===== config.mk =====
export PLATFORM = sky130hd
export DESIGN_NAME = maze_renderer_flat
export DESIGN_NICKNAME = d
export VERILOG_FILES = /design/src/rtl/maze_if.sv /design/src/rtl/maze_renderer.sv /design/src/flat_wrapper.sv
export SDC_FILE = /design/constraint.sdc
export NUM_CORES = 1
export LEC_CHECK = 0
export ABC_AREA = 1
export BUFFER_PORTS_ARGS = -buffer_cell sky130_fd_sc_hd__clkbuf_2
export CAP_MARGIN = 20
export CORE_MARGIN = 2
export CORE_UTILIZATION = 63
export DETAILED_ROUTE_END_ITERATION = 8
export PLACE_DENSITY_LB_ADDON = 0.25
export SETUP_SLACK_MARGIN = 0.3
export SLEW_MARGIN = 40
export SYNTH_ARGS = -nofsm -noshare
export SYNTH_HDL_FRONTEND = slang
export SYNTH_SLANG_ARGS = --single-unit

===== constraint.sdc =====
create_clock -name clk -period 7.8 [get_ports clk]
set_clock_uncertainty 0.05 [all_clocks]
set_input_delay 0.78 -clock clk [delete_from_list [all_inputs] [get_ports clk]]
set_output_delay 0.78 -clock clk [all_outputs]
set_load 0.02 [all_outputs]

===== src/rtl/maze_if.sv =====
// Bus between the pixel-index generator / game controller and the maze renderer.
// A move transfers on any rising edge where move_valid and move_ready are both high; move_valid
// presented while move_ready is low is dropped rather than held, and completion is move_done.
interface maze_if #(
  parameter int IW = 13,
  parameter int AW = 7
);
  logic [IW-1:0] index;
  logic [15:0]   data;
  logic          map_we;
  logic [AW-1:0] map_addr;
  logic          map_din;
  logic          move_valid;
  logic [1:0]    move_dir;
  logic          move_ready;
  logic          move_done;
  logic          move_ok;
  logic          at_goal;

  modport master (
    output index, map_we, map_addr, map_din, move_valid, move_dir,
    input  data, move_ready, move_done, move_ok, at_goal
  );

  modport slave (
    input  index, map_we, map_addr, map_din, move_valid, move_dir,
    output data, move_ready, move_done, move_ok, at_goal
  );
endinterface


===== src/rtl/maze_renderer.sv =====
// Maze pixel source: writable wall bitmap, player sprite and goal cell rendered to RGB565
// through a 2-stage pipeline; player moves via a small check-then-commit FSM.
module maze_renderer #(
  parameter int          SCR_W        = 96,
  parameter int          SCR_H        = 64,
  parameter int          CELL         = 8,
  parameter int          START_COL    = 0,
  parameter int          START_ROW    = 0,
  parameter int          GOAL_COL     = 11,
  parameter int          GOAL_ROW     = 7,
  parameter logic [15:0] WALL_COLOR   = 16'hFFFF,
  parameter logic [15:0] PATH_COLOR   = 16'h0000,
  parameter logic [15:0] PLAYER_COLOR = 16'h07E0,
  parameter logic [15:0] GOAL_COLOR   = 16'h001F
) (
  input  logic       clk,
  input  logic       rst_n,
  maze_if.slave      bus,
  output logic [1:0] dbg_state_o
);
  localparam int GW    = SCR_W / CELL;
  localparam int GH    = SCR_H / CELL;
  localparam int NCELL = GW * GH;
  localparam int NPIX  = SCR_W * SCR_H;
  localparam int AW    = $clog2(NCELL);
  localparam int CW    = $clog2(SCR_W);
  localparam int RW    = $clog2(SCR_H);
  localparam int GCW   = $clog2(GW);
  localparam int GRW   = $clog2(GH);
  localparam int CSH   = $clog2(CELL);

  typedef enum logic [1:0] {S_IDLE = 2'd0, S_CHECK = 2'd1, S_DONE = 2'd2} state_t;

  state_t           state_q, state_d;
  logic [1:0]       dir_q, dir_d;
  logic             acc_q, acc_d;
  logic [GCW-1:0]   tcol_q, tcol_d, pcol_q, pcol_d;
  logic [GRW-1:0]   trow_q, trow_d, prow_q, prow_d;
  logic [NCELL-1:0] map_q;
  logic [CW-1:0]    col_q;
  logic [RW-1:0]    row_q;
  logic             oor_q;
  logic [15:0]      data_q, data_d;
  logic [GCW-1:0]   s2_cc;
  logic [GRW-1:0]   s2_cr;
  logic [AW-1:0]    s2_addr, t_addr;
  logic             off_grid;

  // Map write port; addresses past the grid are dropped.
  always_ff @(posedge clk or negedge rst_n) begin
    if (!rst_n) begin
      map_q <= '0;
    end else if (bus.map_we && (32'(bus.map_addr) < NCELL)) begin
      map_q[bus.map_addr] <= bus.map_din;
    end
  end

  // Stage 1: split the linear index into pixel column/row.
  always_ff @(posedge clk or negedge rst_n) begin
    if (!rst_n) begin
      col_q <= '0;
      row_q <= '0;
      oor_q <= 1'b0;
    end else begin
      col_q <= CW'(32'(bus.index) % SCR_W);
      row_q <= RW'(32'(bus.index) / SCR_W);
      oor_q <= (32'(bus.index) >= NPIX);
    end
  end

  // Stage 2: colour from live player position and map contents.
  assign s2_cc   = GCW'(col_q >> CSH);
  assign s2_cr   = GRW'(row_q >> CSH);
  assign s2_addr = AW'(32'(s2_cr) * GW + 32'(s2_cc));

  always_comb begin
    data_d = PATH_COLOR;
    if (oor_q) begin
      data_d = PATH_COLOR;
    end else if ((s2_cc == pcol_q) && (s2_cr == prow_q)) begin
      data_d = PLAYER_COLOR;
    end else if ((s2_cc == GCW'(GOAL_COL)) && (s2_cr == GRW'(GOAL_ROW))) begin
      data_d = GOAL_COLOR;
    end else if (map_q[s2_addr]) begin
      data_d = WALL_COLOR;
    end
  end

  always_ff @(posedge clk or negedge rst_n) begin
    if (!rst_n) begin
      data_q <= '0;
    end else begin
      data_q <= data_d;
    end
  end

  // Move FSM state and datapath registers.
  always_ff @(posedge clk or negedge rst_n) begin
    if (!rst_n) begin
      state_q <= S_IDLE;
      dir_q   <= 2'd0;
      acc_q   <= 1'b0;
      tcol_q  <= GCW'(START_COL);
      trow_q  <= GRW'(START_ROW);
      pcol_q  <= GCW'(START_COL);
      prow_q  <= GRW'(START_ROW);
    end else begin
      state_q <= state_d;
      dir_q   <= dir_d;
      acc_q   <= acc_d;
      tcol_q  <= tcol_d;
      trow_q  <= trow_d;
      pcol_q  <= pcol_d;
      prow_q  <= prow_d;
    end
  end

  always_comb begin
    state_d        = state_q;
    dir_d          = dir_q;
    acc_d          = acc_q;
    tcol_d         = tcol_q;
    trow_d         = trow_q;
    pcol_d         = pcol_q;
    prow_d         = prow_q;
    off_grid       = 1'b0;
    t_addr         = '0;
    bus.move_ready = 1'b0;
    bus.move_done  = 1'b0;
    bus.move_ok    = 1'b0;
    case (state_q)
      S_IDLE: begin
        bus.move_ready = 1'b1;
        if (bus.move_valid) begin
          dir_d   = bus.move_dir;
          state_d = S_CHECK;
        end
      end
      S_CHECK: begin
        tcol_d = pcol_q;
        trow_d = prow_q;
        case (dir_q)
          2'd0: if (prow_q == '0) off_grid = 1'b1; else trow_d = prow_q - 1'b1;
          2'd1: if (prow_q == GRW'(GH - 1)) off_grid = 1'b1; else trow_d = prow_q + 1'b1;
          2'd2: if (pcol_q == '0) off_grid = 1'b1; else tcol_d = pcol_q - 1'b1;
          default: if (pcol_q == GCW'(GW - 1)) off_grid = 1'b1; else tcol_d = pcol_q + 1'b1;
        endcase
        t_addr  = AW'(32'(trow_d) * GW + 32'(tcol_d));
        acc_d   = !off_grid && !map_q[t_addr];
        state_d = S_DONE;
      end
      S_DONE: begin
        bus.move_done = 1'b1;
        bus.move_ok   = acc_q;
        if (acc_q) begin
          pcol_d = tcol_q;
          prow_d = trow_q;
        end
        state_d = S_IDLE;
      end
      default: state_d = S_IDLE;
    endcase
  end

  assign bus.data     = data_q;
  assign bus.at_goal  = (pcol_q == GCW'(GOAL_COL)) && (prow_q == GRW'(GOAL_ROW));
  assign dbg_state_o  = state_q;
endmodule


===== src/flat_wrapper.sv =====
// flat-port wrapper written by rule: the top's interface ports become plain ports
module maze_renderer_flat 
#(
  parameter int          SCR_W        = 96,
  parameter int          SCR_H        = 64,
  parameter int          CELL         = 8,
  parameter int          START_COL    = 0,
  parameter int          START_ROW    = 0,
  parameter int          GOAL_COL     = 11,
  parameter int          GOAL_ROW     = 7,
  parameter logic [15:0] WALL_COLOR   = 16'hFFFF,
  parameter logic [15:0] PATH_COLOR   = 16'h0000,
  parameter logic [15:0] PLAYER_COLOR = 16'h07E0,
  parameter logic [15:0] GOAL_COLOR   = 16'h001F
)
  (clk, rst_n, dbg_state_o, bus_index, bus_map_we, bus_map_addr, bus_map_din, bus_move_valid, bus_move_dir, bus_data, bus_move_ready, bus_move_done, bus_move_ok, bus_at_goal);
  maze_if bus_i ();
  input  logic clk;
  input  logic rst_n;
  output logic [1:0] dbg_state_o;
  input wire logic [$bits(bus_i.index)-1:0] bus_index;
  input wire logic [$bits(bus_i.map_we)-1:0] bus_map_we;
  input wire logic [$bits(bus_i.map_addr)-1:0] bus_map_addr;
  input wire logic [$bits(bus_i.map_din)-1:0] bus_map_din;
  input wire logic [$bits(bus_i.move_valid)-1:0] bus_move_valid;
  input wire logic [$bits(bus_i.move_dir)-1:0] bus_move_dir;
  output wire logic [$bits(bus_i.data)-1:0] bus_data;
  output wire logic [$bits(bus_i.move_ready)-1:0] bus_move_ready;
  output wire logic [$bits(bus_i.move_done)-1:0] bus_move_done;
  output wire logic [$bits(bus_i.move_ok)-1:0] bus_move_ok;
  output wire logic [$bits(bus_i.at_goal)-1:0] bus_at_goal;
  assign bus_i.index = bus_index;
  assign bus_i.map_we = bus_map_we;
  assign bus_i.map_addr = bus_map_addr;
  assign bus_i.map_din = bus_map_din;
  assign bus_i.move_valid = bus_move_valid;
  assign bus_i.move_dir = bus_move_dir;
  assign bus_data = bus_i.data;
  assign bus_move_ready = bus_i.move_ready;
  assign bus_move_done = bus_i.move_done;
  assign bus_move_ok = bus_i.move_ok;
  assign bus_at_goal = bus_i.at_goal;
  maze_renderer #(.SCR_W(SCR_W), .SCR_H(SCR_H), .CELL(CELL), .START_COL(START_COL), .START_ROW(START_ROW), .GOAL_COL(GOAL_COL), .GOAL_ROW(GOAL_ROW), .WALL_COLOR(WALL_COLOR), .PATH_COLOR(PATH_COLOR), .PLAYER_COLOR(PLAYER_COLOR), .GOAL_COLOR(GOAL_COLOR)) u_core (.clk(clk), .rst_n(rst_n), .bus(bus_i), .dbg_state_o(dbg_state_o));
endmodule

* Word level (Yosys, flattened, before mapping)
Index checks and enable logic that the tools add are counted.
** Word-level totals
- Register bits after elaboration :: 145
- Latch bits :: 0
- Bits in writable memories :: 0
- ROM bits :: 0
- Input port bits :: 27
- Logic and storage cells :: 84
- Memories :: 0
** Cells by class
- Add/sub/neg operators :: 6
- Multipliers :: 2
- Div/mod/pow operators :: 2
- $lt $le $gt $ge :: 6
- Eq/ne operators :: 11
- Shift-type cells :: 0
- Multiplexer cells :: 30
- Bitwise operators :: 0
- Reductions and logical operators :: 15
** Operator list (number)
- $bwmux W96 :: 1
- $mux W16 :: 4
- $div A13 B7 Y32 const B :: 1
- $mod A13 B7 Y32 const B :: 1
- $lt A7 B8 Y1 const B :: 3
- $add A7 B4 Y7 :: 2
- $bmux W1 S7 :: 2
- $ge A13 B13 Y1 const B :: 1
- $mux W4 :: 3
- $mux W1 :: 11
- $mul A3 B2 Y5 const B :: 2
- $mux W3 :: 3
- $eq A4 B4 Y1 const B :: 2
- $pmux W4 S2 :: 1
- $demux W1 S7 :: 1
- $ge A7 B1 Y1 const B :: 1
- $lt A7 B7 Y1 const B :: 1
- $eq A3 B3 Y1 const B :: 2
- $logic_and A1 B1 Y1 :: 6
- $pmux W3 S2 :: 1
- $add A4 B1 Y4 const B :: 1
- $eq A2 B1 Y1 const B :: 2
- $eq A2 B2 Y1 const B :: 2
- $eq A4 B4 Y1 :: 1
- other kinds (14) :: 17

* Depth between registers and ports, before layout
Gate-level depths: netlist (run 1).
- Depth in word-level cells :: 10
- Mapped depth :: 31
- Gate-level depth less buffers :: 29

* Worst setup path after synthesis (run 1)
Ideal clock, no wire load.
- Path kind :: input port to flip-flop
- From :: input port bus_index[11]
- To :: register u_core.col_q[6]
- Setup time :: 0.116 ns
- Arrival :: 3.214 ns
- Required time :: 7.634 ns
- Path slack :: 4.419 ns
- Stages :: 27
- Cells stage by stage :: buf_6 > buf_2 > ha_1 > inv_1 > nand2_1 > nand2_1 > nand3_4 > nand2_2 > nand2_2 > nor2_4 > nand4_1 > nand2_1 > nand2_1 > nand2_1 > clkinv_1 > nand2_2 > nand2_1 > clkinv_1 > nand4_1 > nand2_1 > nand3_2 > nor2_4 > nand3_2 > nand3_1 > nand4_1 > nand2_1 > nand2_1
** On the way
- Word-level cells in the longest chain between the ends :: 1
** Ends and longest elaborated chain
- from (decl) :: RTL line flat_wrapper.sv:21 : input wire logic [$bits(bus_i.index)-1:0] bus_index;
- $mod A13 B7 Y32 :: RTL line maze_renderer.sv:65 : col_q <= CW'(32'(bus.index) % SCR_W);
- to (signal assigned) :: RTL line maze_renderer.sv:65
- to (decl) :: RTL line maze_renderer.sv:40 : logic [CW-1:0] col_q;
Every way passes these cells.
A chain may end at the register's enable or synchronous reset.

* Worst setup path after layout (run 1)
- From :: register u_core.pcol_q[1]
- To :: register u_core.acc_q
** On the way
- Word-level cells in the longest chain between the ends :: 9
** Ends and longest elaborated chain
- from (decl) :: RTL line maze_renderer.sv:37 : logic [GCW-1:0] tcol_q, tcol_d, pcol_q, pcol_d;
- from (signal assigned) :: RTL line maze_renderer.sv:105 : pcol_q <= GCW'(START_COL);
- from (signal assigned) :: RTL line maze_renderer.sv:113 : pcol_q <= pcol_d;
- $add A4 B1 Y4 (tied with other cells) :: RTL line maze_renderer.sv:146 : default: if (pcol_q == GCW'(GW - 1)) off_grid = 1'b1; else tcol_d = pcol_q + 1'b1;
- $mux W4, on equally long branches :: RTL line maze_renderer.sv:146, maze_renderer.sv:145
- $pmux W4 S2 :: RTL line maze_renderer.sv:142 : case (dir_q)
- $mux W4 :: RTL line maze_renderer.sv:131 : case (state_q)
- $add A7 B4 Y7 :: RTL line maze_renderer.sv:148 : t_addr = AW'(32'(trow_d) * GW + 32'(tcol_d));
- $bmux W1 S7 :: RTL line maze_renderer.sv:149 : acc_d = !off_grid && !map_q[t_addr];
- $mux W1 (not written as such) :: RTL line maze_renderer.sv:149
- $logic_not A1 Y1 :: RTL line maze_renderer.sv:149
- $logic_and A1 B1 Y1 (*) :: RTL line maze_renderer.sv:149
- to (signal assigned) :: RTL line maze_renderer.sv:102 : acc_q <= 1'b0;
- to (signal assigned) :: RTL line maze_renderer.sv:110 : acc_q <= acc_d;
- to (decl) :: RTL line maze_renderer.sv:36 : logic acc_q, acc_d;
Every way passes the cells marked *; elsewhere a longest branch is shown, timed or not. The select of a mux whose other input is x is not followed.

==> out/summary.txt, run 1 <==
outcome - completed
Synth cell types - 49
Cell Chain, Critical Path - inv_1 > ha_1 > nand3_1 > nand2_1 > nand2_1 > inv_1 > nand2_1 > nand2_1 > buf_4 > clkinv_2 > o21ai_0 > nor2_1 > o311ai_0 > nand3_1 > nand2_1 > nand2_1 > o21ai_1 > o31ai_1
Ports - 49
Num CTS Buffers - 17
DRT Wirelength - 22400 um
core area - 0.0127 sq mm
clk buf depth - 2
number of global-route vias before repair - 7353
Final ANT Viol Nets - 0
nets@finish - 1153
placed insts - 1259
Pre-Repair DR Iteration Count - 8
first-pass GRT wire length - 36500 um
synthesized area per cell - 7.42 sq um
first-iteration detailed-routing DRC count - 1141
highest cell delay on the worst timing path - 720 ps
Diodes inserted - 0
Synthesized Nets - 1161
die height - 119 um
area delta synth->final - 9.80%
register share of total power - 0.245
#FFs+latches synth - 126
H-tree levels - 4
internal power - 1820 uW
CTS Hold Bufs - 0
Tmin final - 4270 ps
Post-route DRC - 0
postcts setup bufs - 0
Least-Margin Pin Slew - 914 ps
Post-Synth Simple-Gate Area - 0.209
Pleak - 0.00410 uW
post_cts resized - 0
largest family of logic cells by synthesized area - compound AO/OA/AOI/OAI gates
HP Class - in2async
number of fillers in the final layout - 1078
crit path kind - reg2reg
Worst path most repeated cell - nand2_1
PD cells - 378 mW/mm^2
clock slew at reported path FFs - 50 ps
XOR/XNOR Fraction of Synth Area - 0.0201
post-synthesis adder-cell area fraction - 0.0339
commonest non-fill, non-tap cell in the layout - nand2_1
Worst EP arrival - 4520 ps
Setup TNS Final - 0 ps
Initial Util - 0.650
RSZ-0062 raised after global routing - no
Fmax - 0.234 GHz
Synth warnings - 0
die area - 0.0140 sq mm
CTS Root Cell - clkbuf_16
Total GRT Usage - 0.326
register area share after synthesis - 0.382
sw frac - 0.468
Comb power frac - 0.524
layout cells sized above 1 - 0.124
commonest non-fill, non-tap cells in the layout - 201 x nand2_1, 136 x o21ai_0, 127 x a21oi_1
critical path required time - 8050 ps
post-route setup slack - 3530 ps
cell area after synthesis - 0.00826 sq mm
Slew Limit Fails - 0
max_cap viols - 0
Layout Cells excl Fill - 1288
DIE WIDTH - 119 um
CP Launch Type - register
row count - 41
CTS sink count - 126
vias per cell - 6.17
Slew Limit Headroom - 0.387
GRT overflow - 0
Tcrit/Tclk final - 0.548
CTS tree - done
Clock power frac - 0.230
port bufs - 45
switching pwr - 1600 uW
final setup violation count - 0
worst skew pair latency - 420 ps
via count - 7946
routed len/inst - 17.4 um
mux cell area share after synthesis - 0
Placer Congestion - 0.924
CP Max Fanout - 53
Slowest cell on crit path - clkinv_2
post-DP HPWL - 13800 um
VDD IR-drop max - 207 uV
Critical Path Sink Type - register
largest net degree at the start of global routing - 97
Hold Vio Cnt, Final - 0
Placement Setup Slack - 3900 ps
Syn Inst Count - 1114
Compound-Gate Fraction of Synth Area - 0.255
initial antenna violation count - 0
-- cell usage after synthesis, drive strengths merged --
cell | instances | area share
ha | 16 | 0.024
nand3 | 55 | 0.048
nor4 | 2 | 0.0015
o221ai | 11 | 0.012
and3 | 1 | 0.00076
nand3b | 1 | 0.00091
or2 | 4 | 0.0030
a31oi | 59 | 0.045
a221oi | 1 | 0.0011
dfrtp | 126 | 0.38
o211ai | 9 | 0.0082
xor2 | 15 | 0.016
o22ai | 2 | 0.0015
clkbuf | 63 | 0.030
o21bai | 2 | 0.0018
nor3 | 4 | 0.0024
inv | 117 | 0.053
clkinv | 4 | 0.0018
nand4 | 15 | 0.013
o311ai | 15 | 0.016
a22oi | 1 | 0.00091
nor2 | 82 | 0.042
buf | 19 | 0.016
o21ai | 138 | 0.084
xnor2 | 4 | 0.0042
a32oi | 1 | 0.0011
nand2 | 209 | 0.099
a211oi | 1 | 0.00091
fa | 4 | 0.0097
o32ai | 1 | 0.0011
o31ai | 2 | 0.0018
a21oi | 130 | 0.081
-- power groups by stage --
stage | combinational [uW] | clock [uW] | sequential, uW
global placement | 1680 | 0 | 843
floorplan | 1230 | 0 | 834
global route | 1980 | 823 | 854
CTS | 1740 | 795 | 839
finish | 1800 | 789 | 841
detailed placement | 1720 | 0 | 847
-- registers in the layout, indices dropped and copies added, names as in the netlist, 3 cells and up --
| signal | count |
|---|---|
| u_core.col_q | 4 |
| u_core.map_q | 96 |
| u_core.row_q | 3 |
| u_core.pcol_q | 4 |
| u_core.trow_q | 3 |
| u_core.bus.data | 3 |
| u_core.tcol_q | 4 |
| u_core.prow_q | 3 |
-- final timing paths --
path | start | to | slack, ps | cells after the start
hold / removal | rst_n | u_core.col_q[4]$_DFF_PN0_ | 350 | 1
setup reg to reg | u_core.pcol_q[1]$_DFFE_PN0P_ | u_core.acc_q$_DFFE_PN0N_ | 3530 | 18
min in group clk | u_core.oor_q$_DFF_PN0_ | u_core.bus.data[10]$_DFF_PN0_ | 360 | 1
setup / recovery | u_core.pcol_q[1]$_DFFE_PN0P_ | u_core.acc_q$_DFFE_PN0N_ | 3530 | 18
max in group asynchronous | rst_n | u_core.pcol_q[2]$_DFFE_PN0P_ | 6210 | 2
hold reg to reg | u_core.oor_q$_DFF_PN0_ | u_core.bus.data[10]$_DFF_PN0_ | 360 | 1
-- cell families after synthesis --
kind of cell	Yosys count
compound gates	373
simple gates	373
buf+inv	203
flops	126
fa+ha+maj	20
xor+xnor	19
-- worst max-delay path: cells and delay by family, from the launching register on --
family          cells  cell delay, ps
buf+inv             4            1360
compound gates      4            1100
flops               1             460
simple gates        9             910
fa+ha+maj           1             220
-- final cells by class --
type,count,area (sq um),area share
Sequential cell,126,3150,0.347
Multi-Input combinational cell,785,4350,0.479
Timing Repair Buffer,55,310,0.0342
Clock buffer,23,508,0.0560
Inverter,121,455,0.0502
Clock inverter,6,82.6,0.00910
Tap cell,172,215,0.0237
-- stage by stage --
step           power, uW  utilization  instance area [sq um]  hold WS, ps
2_1_floorplan       2070            -                   8260          349
3_3_place_gp        2530        0.662                   8420          362
3_5_place_dp        2570        0.666                   8470          362
4_1_cts             3380        0.713                   9060          369
5_1_grt             3660        0.713                   9070          392
6_report            3430        0.713                   9070          351
-- per-layer routing --
metal / wire length (um) / track usage / vias to the layer above
met5: 0 / 0 / -
li1: - / - / 3769
met2: 10200 / 0.504 / 424
met4: 703 / 0.129 / 0
met1: 9410 / 0.442 / 3673
met3: 2110 / 0.0777 / 80
Note: power is estimated with default switching activity, not from simulation.
==> run 2, diff against run 1 <==
- CORE_UTILIZATION: 63 -> 56
- clock period: 7.8 -> 3.5 ns (I/O delays scaled with it)
==> out/summary.txt, run 2 (synthesis gave the netlist of run 1 again) <==
H-tree levels - 4
Slew Limit Fails - 0
DIE WIDTH - 125 um
Slowest cell on crit path - fa_2
core area - 0.0145 sq mm
commonest non-fill, non-tap cells in the layout - 196 x nand2_1, 136 x o21ai_0, 127 x a21oi_1
Total GRT Usage - 0.300
GR peak layer - met2
GRT overflow - 0
PD cells - 861 mW/mm^2
Final ANT Viol Nets - 0
Least-Margin Pin Slew - 832 ps
commonest non-fill, non-tap cell in the layout - nand2_1
area of the multi-input gates - 0.00438 sq mm
outcome - completed
Tcrit/Tclk final - 0.972
die height - 125 um
worst skew pair latency - 430 ps
worst hold start - bus_move_dir[1]
Num CTS Buffers - 17
first-pass GRT wire length - 37900 um
Initial Util - 0.571
Final Instance Area - 0.00943 sq mm
DP Area - 0.00864 sq mm
post-route setup slack - 98.3 ps
Hold Vio Cnt, Final - 0
CTS sink count - 126
crit path buf inv count - 3
number of fillers in the final layout - 1246
Diodes inserted - 0
largest net degree at the start of global routing - 60
number of global-route vias before repair - 7422
RSZ-0062 raised after global routing - yes
max_cap viols - 0
reg-to-reg slack, setup - 100 ps
row count - 44
met3 Usage GRT - 0.0702
Hold Crit Depth - 3
Tmin final - 3400 ps
register area - 0.00316 sq mm
GR Util met2 - 0.459
Pre-Repair DR Iteration Count - 6
DRT Wirelength - 23300 um
CP Max Fanout - 3
Cell Chain, Critical Path - inv_2 > ha_4 > nand2_2 > nand2_1 > nand2_2 > o211ai_1 > inv_1 > ha_2 > fa_2 > nand2_1 > nand2_2 > xor2_2 > xor2_1 > inv_1 > o21ai_1 > nand2_1 > nand2_1 > o21ai_2 > o31ai_2
via count - 7973
Crit Reg-Reg Startpoint - u_core.prow_q[0]$_DFFE_PN0P_
CP Launch Type - register
clk buf depth - 2
first-iteration detailed-routing DRC count - 921
clock slew at reported path FFs - 60 ps
capturing point of the worst reg2reg path - u_core.acc_q$_DFFE_PN0N_
post-DP HPWL - 14700 um
layout cells sized above 1 - 0.164
Placer Congestion - 0.934
Reg2Reg Depth - 19
hold endpoint - u_core.dir_q[1]$_DFFE_PN0P_
routed len/inst - 17.5 um
vias per cell - 5.96
max reg flops - 96
final setup violation count - 0
crit-path leading delay family - adder cells
VDD IR-drop max - 537 uV
Critical Path Sink Type - register
die area - 0.0157 sq mm
Largest Register - u_core.map_q
Ports - 49
area delta synth->final - 14.1%
met1 GRT Util - 0.426
Slew Limit Headroom - 0.441
CTS tree - done
Worst Hold Slack - 79.6 ps
Post-route DRC - 0
Pleak - 0.00427 uW
port bufs - 45
highest cell delay on the worst timing path - 570 ps
Worst path most repeated cell - nand2_1
CTS Root Cell - clkbuf_16
Placement Setup Slack - 5.24 ps
Fmax - 0.294 GHz
crit path kind - reg2reg
initial antenna violation count - 0
critical path required time - 3790 ps
HP Class - in2reg
nets@finish - 1187
Worst EP arrival - 3690 ps
## run 2: metal layers
metal,vias up,wire (um)
li1,3846,-
met1,3720,10200
met2,345,10600
met3,62,1920
met4,0,602
met5,-,0
## run 2: layout make-up
class	instances	area share
inverters	121	0.0484
clock buffers	21	0.0499
clock inverters	11	0.0141
flip-flops and latches	126	0.335
multi-input cells	785	0.464
well taps	184	0.0244
repair buffers	89	0.0643
## run 2: timing repair
action | 4_1_cts | 5_1_grt
cloned | 0 | 0
hold buffers | 3 | 0
pin swaps | 9 | 6
resized for setup | 13 | 13
setup endpoints to repair | 1 | 3
hold endpoints to repair | 34 | 0
setup buffers | 5 | 4
## run 2: how the worst max path moves through the flow
| stage | startpoint | endpoint | slack [ps] | depth (start not counted) |
|---|---|---|---|---|
| detailed placement | u_core.prow_q[1]$_DFFE_PN0P_ | u_core.acc_q$_DFFE_PN0N_ | 5 | 17 |
| global route | u_core.prow_q[1]$_DFFE_PN0P_ | u_core.acc_q$_DFFE_PN0N_ | -100 | 19 |
| floorplan | u_core.prow_q[0]$_DFFE_PN0P_ | u_core.acc_q$_DFFE_PN0N_ | 390 | 17 |
| CTS | u_core.prow_q[1]$_DFFE_PN0P_ | u_core.acc_q$_DFFE_PN0N_ | 220 | 18 |
| global placement | u_core.prow_q[1]$_DFFE_PN0P_ | u_core.acc_q$_DFFE_PN0N_ | 150 | 17 |
| finish | u_core.prow_q[0]$_DFFE_PN0P_ | u_core.acc_q$_DFFE_PN0N_ | 100 | 19 |
## run 2: stage by stage
step / setup TNS (ps) / utilization / cells / power (uW)
2_1_floorplan: 0 / - / 1114 / 4610
5_1_grt: -95.9 / 0.651 / 1337 / 8590
4_1_cts: 0 / 0.646 / 1333 / 7880
3_3_place_gp: 0 / 0.596 / 1293 / 5800
6_report: 0 / 0.651 / 1337 / 8120
3_5_place_dp: 0 / 0.596 / 1293 / 5890
## run 2: power breakdown
part	switching [uW]	total (uW)	internal, uW
Combinational	2840	4450	1610
Sequential	199	1870	1680
Clock	690	1800	1110
Total	3730	8120	4400
## run 2: worst register-to-register path: stages (launching register included)
cell,delay (ps)
dfrtp_1,420
inv_2,100
ha_4,140
nand2_2,70
nand2_1,90
nand2_2,90
o211ai_1,270
inv_1,100
ha_2,200
fa_2,570
nand2_1,110
nand2_2,110
xor2_2,160
xor2_1,240
inv_1,90
o21ai_1,80
nand2_1,60
nand2_1,70
o21ai_2,80
o31ai_2,190
